$ cat config.mk
export PLATFORM = sky130hd
export DESIGN_NAME = approx_mul_seq
export DESIGN_NICKNAME = d
export VERILOG_FILES = /design/src/rtl/approx_mul_seq.sv
export SDC_FILE = /design/constraint.sdc
export NUM_CORES = 1
export LEC_CHECK = 0
export CAP_MARGIN = 5
export CORE_MARGIN = 2
export CORE_UTILIZATION = 35
export CTS_CLUSTER_DIAMETER = 150
export DETAILED_ROUTE_END_ITERATION = 10
export HOLD_SLACK_MARGIN = 0.02
export MAX_ROUTING_LAYER = met4
export RECOVER_POWER = 50
export SLEW_MARGIN = 20
export SYNTH_ARGS = -nofsm -noshare
export SYNTH_HDL_FRONTEND = slang
export SYNTH_SLANG_ARGS = --single-unit
$ cat constraint.sdc
create_clock -name clk -period 4.4 [get_ports clk]
set_clock_uncertainty 0.05 [all_clocks]
set_input_delay 0.88 -clock clk [delete_from_list [all_inputs] [get_ports clk]]
set_output_delay 0.88 -clock clk [all_outputs]
set_load 0.005 [all_outputs]
$ cat src/rtl/approx_mul_seq.sv
`timescale 1ns/1ps
// approx_mul_seq: sequential shift-add multiplier with a per-request
// exact/approximate mode. Each request runs one partial-product iteration
// per cycle and stops as soon as no multiplier bits remain.
//
// Handshake rule, both sides: a transfer happens on a rising clk edge where
// valid && ready are both high. A producer holds valid (and its data) stable
// until it sees ready. Once raised, out_valid stays high with p/cycles stable
// until its transfer.
module approx_mul_seq #(
  parameter int WIDTH = 8,
  parameter int TRUNC = 4,
  parameter int CW    = $clog2(WIDTH + 1)
) (
  input  logic               clk,
  input  logic               rst_n,
  input  logic               in_valid,
  output logic               in_ready,
  input  logic [WIDTH-1:0]   a,
  input  logic [WIDTH-1:0]   b,
  input  logic               approx_en,
  output logic               out_valid,
  input  logic               out_ready,
  output logic [2*WIDTH-1:0] p,
  output logic [CW-1:0]      cycles,
  output logic [1:0]         dbg_state
);

  typedef enum logic [1:0] {
    IDLE = 2'd0,
    RUN  = 2'd1,
    DONE = 2'd2
  } state_t;

  // Mask that clears the TRUNC low product columns; all ones when TRUNC is 0.
  localparam logic [2*WIDTH-1:0] ONE_P     = {{(2*WIDTH-1){1'b0}}, 1'b1};
  localparam logic [2*WIDTH-1:0] KEEP_MASK = ~((ONE_P << TRUNC) - ONE_P);

  state_t             state_q;
  logic [WIDTH-1:0]   a_q;
  logic [WIDTH-1:0]   b_q;
  logic               approx_q;
  logic [2*WIDTH-1:0] acc_q;
  logic [CW-1:0]      cnt_q;
  logic               out_valid_q;
  logic [2*WIDTH-1:0] p_q;
  logic [CW-1:0]      cycles_q;

  logic [WIDTH-1:0]   b_sh;
  logic [2*WIDTH-1:0] pp;
  logic [2*WIDTH-1:0] acc_d;
  logic [CW-1:0]      cnt_d;
  logic               last_d;

  // One iteration: add the (possibly truncated) shifted multiplicand when the
  // current multiplier bit is set, and detect that no higher bits remain.
  always_comb begin
    b_sh   = b_q >> cnt_q;
    pp     = {{WIDTH{1'b0}}, a_q} << cnt_q;
    if (approx_q) begin
      pp = pp & KEEP_MASK;
    end
    acc_d  = b_sh[0] ? (acc_q + pp) : acc_q;
    cnt_d  = cnt_q + CW'(1);
    last_d = (cnt_q == CW'(WIDTH - 1)) || ((b_sh >> 1) == '0);
  end

  // Control FSM plus datapath registers; result registers load on the last
  // iteration so p/cycles are ready in the same cycle out_valid rises.
  always_ff @(posedge clk or negedge rst_n) begin
    if (!rst_n) begin
      state_q     <= IDLE;
      a_q         <= '0;
      b_q         <= '0;
      approx_q    <= 1'b0;
      acc_q       <= '0;
      cnt_q       <= '0;
      out_valid_q <= 1'b0;
      p_q         <= '0;
      cycles_q    <= '0;
    end else begin
      case (state_q)
        IDLE: begin
          if (in_valid) begin
            a_q      <= a;
            b_q      <= b;
            approx_q <= approx_en;
            acc_q    <= '0;
            cnt_q    <= '0;
            state_q  <= RUN;
          end
        end
        RUN: begin
          acc_q <= acc_d;
          cnt_q <= cnt_d;
          if (last_d) begin
            state_q     <= DONE;
            out_valid_q <= 1'b1;
            p_q         <= acc_d;
            cycles_q    <= cnt_d;
          end
        end
        DONE: begin
          if (out_ready) begin
            out_valid_q <= 1'b0;
            state_q     <= IDLE;
          end
        end
        default: begin
          state_q <= IDLE;
        end
      endcase
    end
  end

  assign in_ready  = (state_q == IDLE);
  assign out_valid = out_valid_q;
  assign p         = p_q;
  assign cycles    = cycles_q;
  assign dbg_state = state_q;

endmodule

* After elaboration in Yosys (flattened, before gate mapping)
Cells that the tools add are included.
Word-level totals: register bits 60, bits in latches 0, memory bits (writable) 0, ROM bits 0, bits of input ports 21, word-level logic and storage cells 42, memories 0
Cells by class: $add $sub $neg 2, multiply operators 0, div/mod/pow operators 0, order comparisons 0, eq/ne operators 6, shift operators 2, multiplexer cells 13, bitwise logic cells 0, reduce and logical (&&, ||, !) cells 10
Operators by type and width (count):
- 16-bit two-way mux | 2
- 16-bit one-hot mux with 2 select lines | 1
- 16-bit adder | 1
- 8-bit by 4-bit << shifter with 16-bit output | 1
- 8-bit logical NOT | 1
- 4-bit two-way mux | 2
- 4-bit one-hot mux with 2 select lines | 1
- 8-bit by 4-bit >> shifter with 8-bit output | 1
- 2-bit two-way mux | 3
- 2-bit inequality test, second input constant | 3
- 2-bit one-hot mux with 3 select lines | 1
- 2-bit AND reduction | 3
- 3-bit AND reduction | 2
- 4-bit by 1-bit adder with 4-bit output, second input constant | 1
- 4-bit by 3-bit == test with 1-bit output, second input constant | 1
- 2-bit nonzero test | 2
- 2-bit by 1-bit == test with 1-bit output, second input constant | 1
- 2-bit == test, second input constant | 1
- 2-bit logical NOT | 1
- 1-bit two-way mux | 2
- 1-bit one-hot mux with 2 select lines | 1
- 1-bit logical OR | 1

* Logic depth before layout (Yosys ltp)
Gate-level depths: netlist (run 1).
depth in word-level cells 5, mapped depth 17

* Worst setup path before layout (run 1)
OpenSTA, ideal clock, no wires.
kind reg-to-reg, start point register cnt_q[0], end point register acc_q[15], setup time 69 ps, arrival 3059 ps, setup slack 1222 ps, stages on the path, launching flop included 16, path buffers 3, clock period less this slack 3178 ps, cells stage by stage dfrtp_1 buf_6 buf_2 buf_2 mux2i_1 nor2_1 a22oi_1 o22ai_1 ha_1 nand2_1 nor2_1 o2111ai_1 a211o_1 a21o_1 or3_1 nand3_1
Between the ends: longest elaborated chain between the ends 5
RTL lines:
- from (decl) | RTL line 44 | logic [CW-1:0] cnt_q;
- from (signal assigned) | RTL line 95 | cnt_q <= cnt_d;
- 8-bit by 4-bit << shifter with 16-bit output | RTL line 59 | pp = {{WIDTH{1'b0}}, a_q} << cnt_q;
- 4-bit two-way mux | RTL line 60 | if (approx_q) begin
- 16-bit adder | RTL line 63 | acc_d = b_sh[0] ? (acc_q + pp) : acc_q;
- 16-bit two-way mux * | RTL line 63
- 16-bit one-hot mux with 2 select lines * | RTL line 82 | case (state_q)
- to (signal assigned) | RTL line 76 | acc_q <= '0;
- to (signal assigned) | RTL line 88 | acc_q <= '0;
- to (signal assigned) | RTL line 94 | acc_q <= acc_d;
- to (decl) | RTL line 43 | logic [2*WIDTH-1:0] acc_q;
Every way passes the cells marked *; elsewhere a longest branch is shown, timed or not. A chain may end at the register's enable or synchronous reset.

* Final worst setup path (run 1)
start point register cnt_q[0], end point register p_q[13] (netlist: p[13])
Between the ends: longest elaborated chain between the ends 4
RTL lines:
- 8-bit by 4-bit << shifter with 16-bit output / 8-bit by 4-bit >> shifter with 8-bit output (equally long branches) | RTL line 59, 58
- 4-bit two-way mux / 8-bit logical NOT (equally long branches) | RTL line 60, 65
- 16-bit adder / 1-bit logical OR (equally long branches) | RTL line 63, 65
- 16-bit two-way mux / 2-bit AND reduction (equally long branches)
- to (signal assigned) | RTL line 79 | p_q <= '0;
- to (signal assigned) | RTL line 99 | p_q <= acc_d;
- to (decl) | RTL line 46 | logic [2*WIDTH-1:0] p_q;
Parallel ways exist; a longest one is shown, timed or not.

==> results of run 1 <==
-- flip-flops by register name, indices dropped and copies added, names as in the netlist --
signal and flops:
a_q 8, b_q 8, cnt_q 4, out_valid 1, acc_q 16, approx_q 1, cycles 4, p 16
dbg_state 2
-- per-layer routing --
layer | up-vias | global-route usage [%] | wire, microns
li1 | 1570 | - | -
met1 | 1461 | 22.1 | 4170
met2 | 86 | 24.7 | 3960
met3 | 15 | 3.81 | 426
met4 | 0 | 6.32 | 129
met5 | - | - | 0
-- area by class of cell --
type                       count  area share, %
clock buffer                  11           3.18
timing repair buffer          50           10.7
sequential                    60           33.7
inverter                       7          0.590
clock inverter                 4           1.12
tap                          136           3.82
multi-input combinational    338           46.9
-- power by group through the flow --
stage	Clock, mW	Sequential, mW	Combinational [mW]
after floorplan	0	0.912	1.58
after CTS	0.513	1.00	2.00
after detailed placement	0	1.01	1.99
after global routing	0.538	1.03	2.23
after global placement	0	1.00	1.97
final	0.500	1.00	1.98
-- worst max-delay path: stages, from the launching register on --
cell	delay [ns]
dfrtp_1	0.65
mux2_2	0.40
nand2_1	0.07
o21ai_0	0.12
o21ai_0	0.18
o22ai_1	0.13
ha_1	0.40
a2111oi_0	0.37
o21ai_0	0.14
o21ai_0	0.14
nand2_1	0.13
a31oi_1	0.32
mux2i_1	0.23
nand2_1	0.06
-- cell families after synthesis --
logic type | Yosys count | synth area share [%]
simple gates | 170 | 19.6
compound gates | 108 | 18.0
xor+xnor | 15 | 3.50
fa+ha+maj | 17 | 5.87
mux | 28 | 8.67
flops | 60 | 40.0
buf+inv | 30 | 4.30
-- through the flow --
stage / hold slack, ns / instance area [sq um] / util, % / instances
after floorplan: 0.391 / 3750 / - / 428
after global placement: 0.410 / 4270 / 41.1 / 591
after detailed placement: 0.424 / 4270 / 41.1 / 591
after CTS: 0.440 / 4460 / 43.0 / 606
after global routing: 0.453 / 4450 / 42.9 / 606
final: 0.425 / 4450 / 42.9 / 606
-- how the worst max path moves through the flow --
stage	from	to	slack [ns]	depth (start not counted)
2_1_floorplan	cnt_q[0]	acc_q[15]	1.22	15
3_3_place_gp	cnt_q[0]	p[13]	0.98	13
3_5_place_dp	cnt_q[0]	p[13]	0.94	13
4_1_cts	cnt_q[0]	p[13]	0.92	13
5_1_grt	cnt_q[0]	p[13]	0.47	13
6_report	cnt_q[0]	p[13]	0.90	13
-- cells in the final DEF, fill, tap and decap left out, drive strengths merged, types with 2 or more instances in the layout --
cell / netlist / layout
clkbuf: 12 / 13
buf: 11 / 5
dlygate4sd3: 0 / 5
mux2i: 19 / 19
clkdlybuf4s50: 0 / 38
or2: 4 / 4
o21bai: 2 / 2
inv: 7 / 7
a22o: 7 / 7
o2111ai: 2 / 2
o22ai: 3 / 3
a311o: 2 / 2
mux4: 3 / 3
a21o: 3 / 3
nand3: 10 / 10
mux2: 6 / 6
nor2b: 4 / 4
o211ai: 3 / 3
nor2: 29 / 29
o31ai: 4 / 4
nand2: 107 / 107
dfrtp: 60 / 60
nand2b: 4 / 4
and2: 3 / 3
nor3: 3 / 3
clkinvlp: 0 / 2
ha: 16 / 16
xnor2: 7 / 7
a21oi: 26 / 26
a31oi: 3 / 3
o21ai: 43 / 43
xor2: 8 / 8
or3: 2 / 2
==> results.txt, run 1 <==
----------------------------------------------------
[Timing]
  Final max-slew violation count ... between 60 and 70
  Part of the cycle the worst path needs ... between 70% and 80%
  Max Freq ... 286 MHz
  PnR worst setup slack ... 0.905 ns
  Number of failing setup endpoints in the final timing report ... 0
  Fin crit period ... 3.50 ns
  Number of endpoints with negative hold slack in the final report ... 0
  Slew at the pin closest to its max-slew limit ... 1.73 ns
  Total negative setup slack ... 0 ns
  Setup repair after global routing missed its margin ... false
  Relative slew margins ... -15.3%

[Synthesis]
  Synth Flop Type ... dfrtp_1
  Leading cell types by count after synthesis ... nand2_1, dfrtp_1, o21ai_0
  Post-Synthesis Mean Instance Area ... between 8 and 9 sq um
  Top cell type's share of synthesized area ... 40.0%
  Yosys synthesis warning count ... 0
  Flop and latch count out of synthesis ... 60
  Syn Std Cell Area ... 0.00375 sq mm
  Cell count after synthesis ... 428
  Count leader, synth ... nand2_1
  Synth Net Count ... 466
  Biggest area contributors in the synthesized netlist ... dfrtp_1, nand2_1, ha_1
  Number of enable flip-flop cells after synthesis ... 0
  Library cells used by synthesis ... 59
  Share of flip-flops with an asynchronous set or reset after synthesis ... 100%
  Share of the yosys chip area belonging to registers ... 40.0%
  Post-synth top area cell ... dfrtp_1

[Setup path]
  Critical Setup Path Class ... register to register
  Startpoint of the worst-slack reg-to-reg timing path ... cnt_q[0]
  Critical Path RT ... 4.59 ns
  Data arrival time of the worst path ... about 3.7 ns
  Crit start category ... register
  Worst reg2reg path endpoint ... p[13]
  Count of cells along the worst register-to-register path ... 13
  Maximum fanout along the worst path ... 12
  Flop-to-flop setup slack ... roughly 0.9 ns
  Type of destination of the critical path ... register

[Power]
  Tot Pwr ... 3.48 mW
  IR Drop Worst-Case VDD ... 0.220 mV
  Switching share of power ... 45.0%
  Leakage power summed over all cells ... 2.03 nW
  Sequential group share of total power ... about 29%
  PD cells ... 782 mW/mm^2
  P_int ... 1.92 mW
  Switching power of the nets ... about 1.6 mW
  Clock Power Share ... 14.4%
  Gate power share ... about 57%

[Hold path]
  Endpoint of the worst hold path ... p[5]
  Worst Min Path Start ... p[5]
  Worst hold path cell count ... 2
  Type of the most critical hold path ... register to register

[Floorplanning]
  Row cnt ... 37
  Initial Utilization ... a little over a third
  Core area ... 0.0104 sq mm
  Die Width ... 108 microns
  Vert. Die Dim ... 108 microns
  Die Footprint ... around 0.012 sq mm
  Io pins ... 45

[Routing]
  Remaining DRCs ... 0
  DRT iter0 DRCs ... 170
  Mean routed wirelength per cell ... around 14 microns
  Via density ... 5.17
  Total wire length ... 8690 microns
  Number of routed nets with antenna violations ... 0
  Via count of the routed design ... approximately 3,100
  Number of detailed-routing iterations run before antenna repair ... 5

[Cells and area]
  Seq. cell area ... about 0.0015 sq mm
  Layout area overhead ... 18.7%
  Final antenna diode count ... 0
  Area occupied by multi-input gates ... 0.00209 sq mm
  Fraction of final layout cells sized beyond drive strength 1 ... 8.72%
  Final Net Count ... 504
  Number of filler instances in the final layout ... approximately 1,100

[Clocking]
  Clock buffer count from CTS ... 9
  Latest clock arrival within the worst-skew pair ... 0.35 ns
  Clock-pin slew on the worst setup and hold paths ... about 0.07 ns
  Number of clock sinks ... 60
  Number of H-tree branching levels ... 3
  Clock tree from TritonCTS ... yes
  Post-CTS setup repair buffer count ... 0
  Buffer cell driving the clock tree root ... clkbuf_8
  Post-cts resize count ... 0
  # hold bufs at CTS ... 0
  Buffers from clock root to sink, at most ... 2

[Global route]
  Total routing usage reported by global routing ... 16.6%
  Number of global-route vias before repair ... 3,044
  Wire length of the first global-routing pass ... 14,800 microns
  Maximum number of pins on one net before global-route repair ... 32
  Gr ovfl total ... 0
  Antenna violations before repair ... 0

[Placement]
  DP Wirelength ... 6430 microns
  Worst slack at placement ... approximately 0.94 ns
  Number of buffer cells added on primary ports ... 44
  Final RePlAce weighted congestion ... a little over 0.9

[Outcome]
  Run status ... finished, violations left
  Violations in the final reports ... capacitance limit, slew limit

[Job]
  Max Cap Viol ... 2

----------------------------------------------------
(Power assumes the default switching activity.)
==> run 2: changes to the inputs <==
Clock period 4.4 ns to 3.3 ns, I/O delays scaled along.
==> run 2 against run 1 <==
The flow now finishes without violations. Critical path type unchanged. Core utilization up 2.1 points. Register-to-register slack worse by 0.79 ns. Sequential power increased by 28%. Sequential share of layout area down 1.5 points. Wire length increased by 1.5%. First-iteration DRC count up 29%. Sequential cell count did not move. Critical endpoint unchanged. Clock power rose by 30%. Die area is the same. Combinational power increased by 53%. Cell area up 4.9%. Final cell count is 2.8% higher. Largest cell class unchanged.
==> results.txt, run 2 (synthesized netlist as in run 1, its figures left out) <==
----------------------------------------------------
[Setup path]
  Flop-to-flop setup slack ... 0.11 ns (-0.79 ns)
  Maximum fanout along the worst path ... 6 (-6)
  Crit start category ... register
  Critical Setup Path Class ... register to register
  Critical Path RT ... 3.48 ns (-1.11 ns)
  Type of destination of the critical path ... register
  Data arrival time of the worst path ... 3.36 ns (-0.32 ns)

[Timing]
  Number of endpoints with negative hold slack in the final report ... 0 (unchanged)
  Max Freq ... 314 MHz (+9.7%)
  Total negative setup slack ... 0 ns (unchanged)
  Part of the cycle the worst path needs ... 96.5% (+17 points)
  PnR worst setup slack ... 0.115 ns (-0.790 ns)
  Final max-slew violation count ... 0 (-100%)
  Relative slew margins ... 25.2% (+41 points)
  Tightest hold margin ... 0.425 ns (+0.0000970 ns)
  Number of failing setup endpoints in the final timing report ... 0 (unchanged)
  Fin crit period ... 3.19 ns (-0.310 ns)
  Slew at the pin closest to its max-slew limit ... 1.12 ns (-0.608 ns)

[Clocking]
  Clock tree from TritonCTS ... yes
  # hold bufs at CTS ... 0 (unchanged)
  Clock buffer count from CTS ... 9 (unchanged)
  Clock-pin slew on the worst setup and hold paths ... 0.07 ns (about the same)
  Number of clock sinks ... 60 (unchanged)
  Latest clock arrival within the worst-skew pair ... 0.34 ns (about the same)
  Number of H-tree branching levels ... 3 (unchanged)
  Buffer cell driving the clock tree root ... clkbuf_8
  Buffers from clock root to sink, at most ... 2 (unchanged)

[Placement]
  Final RePlAce weighted congestion ... 0.937 (+2.2%)
  DP Wirelength ... 6470 microns (+0.66%)
  Count of placed standard cells including taps ... 605 (+2.4%)
  Worst slack at placement ... -0.0913 ns (-1.03 ns)
  Placed standard-cell area ... 0.00438 sq mm (+2.8%)
  Number of buffer cells added on primary ports ... 44 (unchanged)

[Routing]
  Met2 wire len ... 4150 microns (+4.8%)
  Uppermost routed layer ... met4
  Mean routed wirelength per cell ... 14.2 microns (-1.3%)
  DRT iter0 DRCs ... 220 (+29%)
  Routed met3 length ... 276 microns (-35%)
  Remaining DRCs ... 0 (unchanged)
  Number of detailed-routing iterations run before antenna repair ... 4 (-1)
  Via density ... 5.09 (-1.6%)
  Total wire length ... 8820 microns (+1.5%)
  Via count of the routed design ... 3,168 (+1.1%)
  Number of routed nets with antenna violations ... 0 (unchanged)
  Detailed-route wire length on metal 1 ... 4210 microns (+0.84%)

[Power]
  Leakage power summed over all cells ... 2.12 nW (+4.8%)
  PD cells ... 1060 mW/mm^2 (+36%)
  IR Drop Worst-Case VDD ... 0.459 mV (+110%)

[Global route]
  Wire length of the first global-routing pass ... 14,900 microns (+0.80%)
  Antenna violations before repair ... 0 (unchanged)
  Number of global-route vias before repair ... 3,097 (+1.7%)
  Total routing usage reported by global routing ... 16.6% (about the same)
  Gr ovfl total ... 0 (unchanged)
  Maximum number of pins on one net before global-route repair ... 40 (+25%)

[Floorplanning]
  Initial Utilization ... 36.2% (unchanged)
  Vert. Die Dim ... 108 microns (unchanged)
  Io pins ... 45 (unchanged)
  Die Width ... 108 microns (unchanged)
  Die Footprint ... 0.0116 sq mm (unchanged)
  Row cnt ... 37 (unchanged)
  Core area ... 0.0104 sq mm (unchanged)

[Cells and area]
  Number of filler instances in the final layout ... 1,043 (-1.8%)
  Final instance count without filler cells ... 623 (+2.8%)
  Final Net Count ... 521 (+3.4%)
  Final antenna diode count ... 0 (unchanged)
  Layout area overhead ... 24.5%
  Commonest cells after routing, fill and taps aside ... nand2_1, dfrtp_1, clkdlybuf4s50_1, o21ai_0, nor2_1
  Most common library cell in the layout ignoring fill and taps ... nand2_1
  Summed area of non-filler cells in the final layout ... 0.00467 sq mm (+4.9%)
  Fraction of final layout cells sized beyond drive strength 1 ... 14.8% (+6.1 points)

[Hold path]
  Type of the most critical hold path ... register to register

[Outcome]
  Run status ... complete, no violations

[Job]
  Max Cap Viol ... 0 (-2)

----------------------------------------------------
[run 2: cell count changes in the layout (fill, tap and decap cells not counted), moves of 2 or more]
cell | before | now
clkdlybuf4s50_1 | 38 | 42
o21ai_0 | 35 | 32
buf_4 | 5 | 20
o21ai_1 | 4 | 7
a31oi_1 | 3 | 1
dlygate4sd3_1 | 5 | 1
a21oi_1 | 26 | 24
mux2i_1 | 19 | 15
a21oi_2 | 0 | 2
clkinv_2 | 1 | 3
mux2i_2 | 0 | 3
[run 2: where the power goes]
part           switching (mW)  internal [mW]
registers               0.252           1.03
logic                    1.64           1.39
clock network           0.290          0.361
[run 2: cell type report]
cell class,instances,area (sq um),area share [%]
Clock inverter,5,52.6,1.13
Sequential cell,60,1500,32.2
Inverter,7,26.3,0.563
Timing Repair Buffer,67,601,12.9
Multi-Input combinational cell,338,2180,46.7
Tap cell,136,170,3.64
Clock buffer,10,138,2.95
[run 2: per-stage QoR]
stage	power, mW	utilization [%]
detailed placement	4.12	42.3
CTS	4.79	44.1
global placement	4.08	42.3
finish	4.96	45.0
global route	5.41	45.0
floorplan	3.32	-
[run 2: critical path, cell delays in order (launching register included)]
cell and delay, ns:
dfrtp_2 0.43, buf_4 0.16, mux4_2 0.51, mux2i_1 0.18
nor2_1 0.09, ha_1 0.26, a2111oi_2 0.44, o21ai_1 0.14
o21ai_0 0.13, nand2_1 0.17, a31oi_4 0.24, mux2i_1 0.21
nand2_1 0.06
[run 2: path summary, 6_finish.rpt]
| kind | from | end | cells after the start |
|---|---|---|---|
| min in group asynchronous | rst_n | a_q[2] | 1 |
| worst min register to register | p[6] | p[6] | 2 |
| worst max-delay path | cnt_q[0] | p[13] | 12 |
| worst max register to register | cnt_q[0] | p[13] | 12 |
| worst min-delay path | p[6] | p[6] | 2 |
| max in group asynchronous | rst_n | p[8] | 2 |
[run 2: per-layer routing]
layer | GRT usage, % | vias up
met5 | - | -
met4 | 5.40 | 0
met3 | 3.45 | 17
met2 | 26.0 | 71
met1 | 21.6 | 1477
li1 | - | 1603
[run 2: timing repair]
item	in CTS	in global routing
cloned	0	0
setup buffers	0	3
pin swaps	0	3
setup endpoints to repair	2	8
resized for setup	1	22
